**config.mk**
```make
export PLATFORM = sky130hd
export DESIGN_NAME = rf_param
export DESIGN_NICKNAME = d
export VERILOG_FILES = /design/src/rtl/rf_param.sv
export SDC_FILE = /design/constraint.sdc
export NUM_CORES = 1
export LEC_CHECK = 0
export BUFFER_PORTS_ARGS = -buffer_cell sky130_fd_sc_hd__clkbuf_2
export CAP_MARGIN = 5
export CELL_PAD_IN_SITES_DETAIL_PLACEMENT = 0
export CELL_PAD_IN_SITES_GLOBAL_PLACEMENT = 1
export CORE_UTILIZATION = 40
export DETAILED_ROUTE_END_ITERATION = 10
export PLACE_DENSITY_LB_ADDON = 0.1
export SLEW_MARGIN = 20
export SYNTH_ARGS = -nofsm -noshare
export SYNTH_HDL_FRONTEND = slang
export SYNTH_SLANG_ARGS = --single-unit
```
**constraint.sdc**
```tcl
create_clock -name clk -period 5.6 [get_ports clk]
set_input_delay 0 -clock clk [delete_from_list [all_inputs] [get_ports clk]]
set_output_delay 0 -clock clk [all_outputs]
set_load 0.005 [all_outputs]
```
**src/rtl/rf_param.sv**
```systemverilog
// Parametrised register file with two combinational read ports, one write port and a clear sweep.
// Optional same-cycle write-through to the read ports when RF_BYPASS_EN is defined.
module rf_param #(
    parameter int unsigned DATA_W   = 32,
    parameter int unsigned ADDR_W   = 5,
    parameter int unsigned ZERO_REG = 1
) (
    input  logic              clk,
    input  logic              rst,
    input  logic              clr,
    input  logic              Reg_w,
    input  logic [ADDR_W-1:0] Rd_addr,
    input  logic [DATA_W-1:0] Rd_data,
    input  logic [ADDR_W-1:0] Rs_addr,
    input  logic [ADDR_W-1:0] Rt_addr,
    output logic [DATA_W-1:0] Rs_data,
    output logic [DATA_W-1:0] Rt_data,
    output logic              rf_ready
);
    localparam int unsigned       DEPTH     = 32'd1 << ADDR_W;
    localparam logic [ADDR_W-1:0] LAST_ADDR = ADDR_W'(DEPTH - 1);

    typedef enum logic {
        CLEAR = 1'b0,
        IDLE  = 1'b1
    } state_t;

    state_t            state;
    logic [ADDR_W-1:0] clr_ptr;
    logic [DATA_W-1:0] mem [DEPTH];

    logic              wr_ok_c;
    logic              mem_we_c;
    logic [ADDR_W-1:0] mem_addr_c;
    logic [DATA_W-1:0] mem_wdata_c;

    function automatic logic is_zero_reg(input logic [ADDR_W-1:0] a);
        return (ZERO_REG != 0) && (a == '0);
    endfunction

    // A user write lands only in IDLE, when no clear is requested, and never on the hard-wired zero.
    assign wr_ok_c = (state == IDLE) && !clr && Reg_w && !is_zero_reg(Rd_addr);

    // Single array write port shared by the clear sweep and the Rd port.
    always_comb begin
        mem_we_c    = 1'b0;
        mem_addr_c  = Rd_addr;
        mem_wdata_c = Rd_data;
        if (!rst) begin
            if (state == CLEAR) begin
                mem_we_c    = 1'b1;
                mem_addr_c  = clr_ptr;
                mem_wdata_c = '0;
            end else if (wr_ok_c) begin
                mem_we_c = 1'b1;
            end
        end
    end

    always_ff @(posedge clk) begin
        if (mem_we_c) begin
            mem[mem_addr_c] <= mem_wdata_c;
        end
    end

    // Sweep controller; rf_ready tracks IDLE as a registered decode.
    always_ff @(posedge clk) begin
        if (rst) begin
            state    <= CLEAR;
            clr_ptr  <= '0;
            rf_ready <= 1'b0;
        end else begin
            unique case (state)
                CLEAR: begin
                    clr_ptr <= clr_ptr + ADDR_W'(1);
                    if (clr_ptr == LAST_ADDR) begin
                        state    <= IDLE;
                        rf_ready <= 1'b1;
                    end
                end
                IDLE: begin
                    if (clr) begin
                        state    <= CLEAR;
                        clr_ptr  <= '0;
                        rf_ready <= 1'b0;
                    end
                end
                default: begin
                    state    <= CLEAR;
                    clr_ptr  <= '0;
                    rf_ready <= 1'b0;
                end
            endcase
        end
    end

    // Reads are zero while sweeping or when addressing the hard-wired zero register.
    always_comb begin
        Rs_data = '0;
        Rt_data = '0;
        if (rf_ready) begin
            if (!is_zero_reg(Rs_addr)) Rs_data = mem[Rs_addr];
            if (!is_zero_reg(Rt_addr)) Rt_data = mem[Rt_addr];
`ifdef RF_BYPASS_EN
            if (wr_ok_c && (Rd_addr == Rs_addr)) Rs_data = Rd_data;
            if (wr_ok_c && (Rd_addr == Rt_addr)) Rt_data = Rd_data;
`endif
        end
    end

endmodule

```
==> out/results.tsv <==
stage	metric	value	unit
outcome	status	finished clean	
worst_setup_path	path_max_fanout	23	
pwr	power_density	307	nW/µm²
die	core-area	116000	µm²
grt	grt_max_degree	113	
timing	rsz0062_at_grt	no	
timing	fin_crit	4240	ps
cts	clockRootBuffer	clkbuf_16	
routing	wl_per_cell	34.9	µm
layout	final_cell_mix	edfxtp_1 (992), mux2i_1 (579), o22ai_1 (193), a22oi_1 (193), mux4_2 (192)	
placed_design	place_hpwl	103000	µm
grt	antenna_found_initial	7	
hold_path	worstHoldPathType	in2reg	
cts	cts-resized-gates	0	
worst_setup_path	startpoint_type	flip-flop	
logic_synthesis	syn_inst	2865	
timing	clock_skew	21.9	ps
worst_setup_path	critical_path_arrival	4630	ps
cts	clk_pin_slew	50	ps
die	rows	125	
layout	drive_gt1_frac	0.229	
routing	dr.first_iter.drc_count	3164	
routing	viasPerCell	6.30	
placed_design	dp_slack	1390	ps
grt	track_usage	0.271	
die	ios	116	
cts	cts_buffers	111	
timing	maxSlewHeadroom	0.234	
cts	clk_path_buf_depth	3	
placed_design	io_buffers	115	
routing	drcViolationCount	0	
timing	worst_pin_slew	1150	ps
die	fp.dieH	345	µm
cts	post-cts-setup-buffers	0	
logic_synthesis	syn_nets	2918	
grt	grt_overflow	0	
layout	mostFrequentLayoutCell	edfxtp_1	
cts	cts_sinks	999	
die	die_w	345	µm
logic_synthesis	seq_area_frac_synth	0.637	
layout	final_nets	3048	
pwr	peakVddDrop	0.000269	V
timing	fin_crit_sh	0.758	
timing	layout_setup_ws	1360	ps
logic_synthesis	avgSynthCellArea	16.4	µm²
logic_synthesis	yosysTopAreaCell	edfxtp_1	
placed_design	gp_congestion	0.874	
logic_synthesis	ys_top_cells_by_area	edfxtp_1 (63%), mux2i_1 (12%), mux4_2 (9.2%)	
routing	drt_pass1_iterations	6	
die	initial_core_util	0.404	
timing	tns	0	ps
logic_synthesis	yosysWarnings	0	
logic_synthesis	ys_seq_elements	999	
cts	cts_tree	done	
cts	cts-htree-levels	3	
timing	finalHoldViolCount	0	
timing	fmax	236	MHz
timing	setup_viol	0	
logic_synthesis	synth_top_area_frac	0.634	
grt	grt_pass1_wl	225000	µm
logic_synthesis	syn_area	47000	µm²
routing	dr_total_vias	29000	
worst_setup_path	cp.required	5990	ps
die	die_area	119000	µm²
cts	clk_latency	690	ps
routing	ant_nets	0	
pwr	p_leak	18.4	nW
worst_setup_path	end_kind	flip-flop	
grt	grt_pass1_vias	29200	
job	cap_viol_max_count	0	
logic_synthesis	synth_cell_type_count	42	
layout	syn_to_final_growth	13.6	%
timing	drv_slew	0	
routing	postRouteWirelength	161000	µm
worst_setup_path	worstSetupPathType	reg2reg	
## kinds of logic after synthesis
group / share of synthesized area
DFF: 0.637
muxes: 0.216
AOI/OAI and AO/OA: 0.0846
and+or+nand+nor: 0.0349
buffers and inverters: 0.0273
adders and majority gates: 0.000532
## per-stage QoR
| stage | instances | utilization | hold WS [ps] | power (mW) | instance area (µm²) |
|---|---|---|---|---|---|
| detailed placement | 4371 | 0.426 | 333 | 9.57 | 49600 |
| CTS | 4609 | 0.459 | 167 | 16.5 | 53400 |
| global placement | 4367 | 0.426 | 340 | 9.56 | 49500 |
| finish | 4610 | 0.459 | 196 | 16.4 | 53400 |
| global route | 4609 | 0.459 | 221 | 16.8 | 53400 |
| floorplan | 2865 | - | 186 | 9.18 | 47000 |
## power by group
group	internal (mW)	switching, mW
Sequential	8.29	0.0249
Clock	3.99	2.99
Combinational	0.394	0.727
## per-layer routing
metal	track usage	routed length [µm]
met1	0.374	67700
met2	0.438	76900
met3	0.0323	9370
met4	0.109	7140
met5	0	13
## path summary, 6_finish.rpt
check	slack (ps)	start	depth (start not counted)	endpoint
worst max-delay path	1360	state	6	mem[27][7]
worst min register to register	600	clr_ptr[1]	2	clr_ptr[1]
worst max register to register	1360	state	6	mem[27][7]
worst min-delay path	200	clr	5	rf_ready
## cell type report
| class | instances | area [µm²] |
|---|---|---|
| fillers | 10100 | 63000 |
| flip-flops and latches | 999 | 29900 |
| multi-input cells | 1632 | 16300 |
| clock buffers | 141 | 2970 |
| well taps | 1524 | 1910 |
| repair buffers | 250 | 1820 |
| clock inverters | 62 | 439 |
| inverters | 1 | 3.75 |
| diodes | 1 | 2.50 |
## synth_stat cells
master / count
a21oi_1: 5
a221oi_1: 4
a221oi_2: 60
a22oi_1: 193
a31oi_1: 1
and2_1: 4
and2b_1: 3
and3_1: 1
buf_1: 2
buf_2: 93
buf_4: 43
buf_6: 16
clkbuf_1: 77
clkbuf_2: 1
clkbuf_4: 1
dfxtp_1: 7
edfxtp_1: 992
ha_1: 2
inv_1: 1
mux2_2: 3
mux2i_1: 579
mux4_2: 192
nand2_1: 146
nand2b_1: 10
nand3_1: 2
nand3b_1: 8
nand4_1: 64
nand4b_1: 1
nor2_1: 42
nor2b_1: 35
nor3_1: 2
nor3b_2: 1
nor4_1: 1
o21ai_0: 26
o21ai_1: 41
o22ai_1: 193
o31ai_1: 1
o32ai_1: 1
or2_2: 2
or3b_1: 6
or4_1: 1
or4b_2: 2
## critical path, stage by stage (launching register included)
cell	delay, ps
dfxtp_1	490
nor2_4	620
buf_4	560
mux2_2	280
nand2_1	530
nor2_4	1090
buf_4	310
## repair_timing
item | CTS | global route
hold endpoints to repair | 952 | 0
setup endpoints to repair | 0 | 0
hold buffers | 35 | 0
## sequential cells by signal, summed over array words and instances (netlist names)
name	count
mem	992
clr_ptr	5
rf_ready	1
state	1
Note: power is estimated with default switching activity, not from simulation.
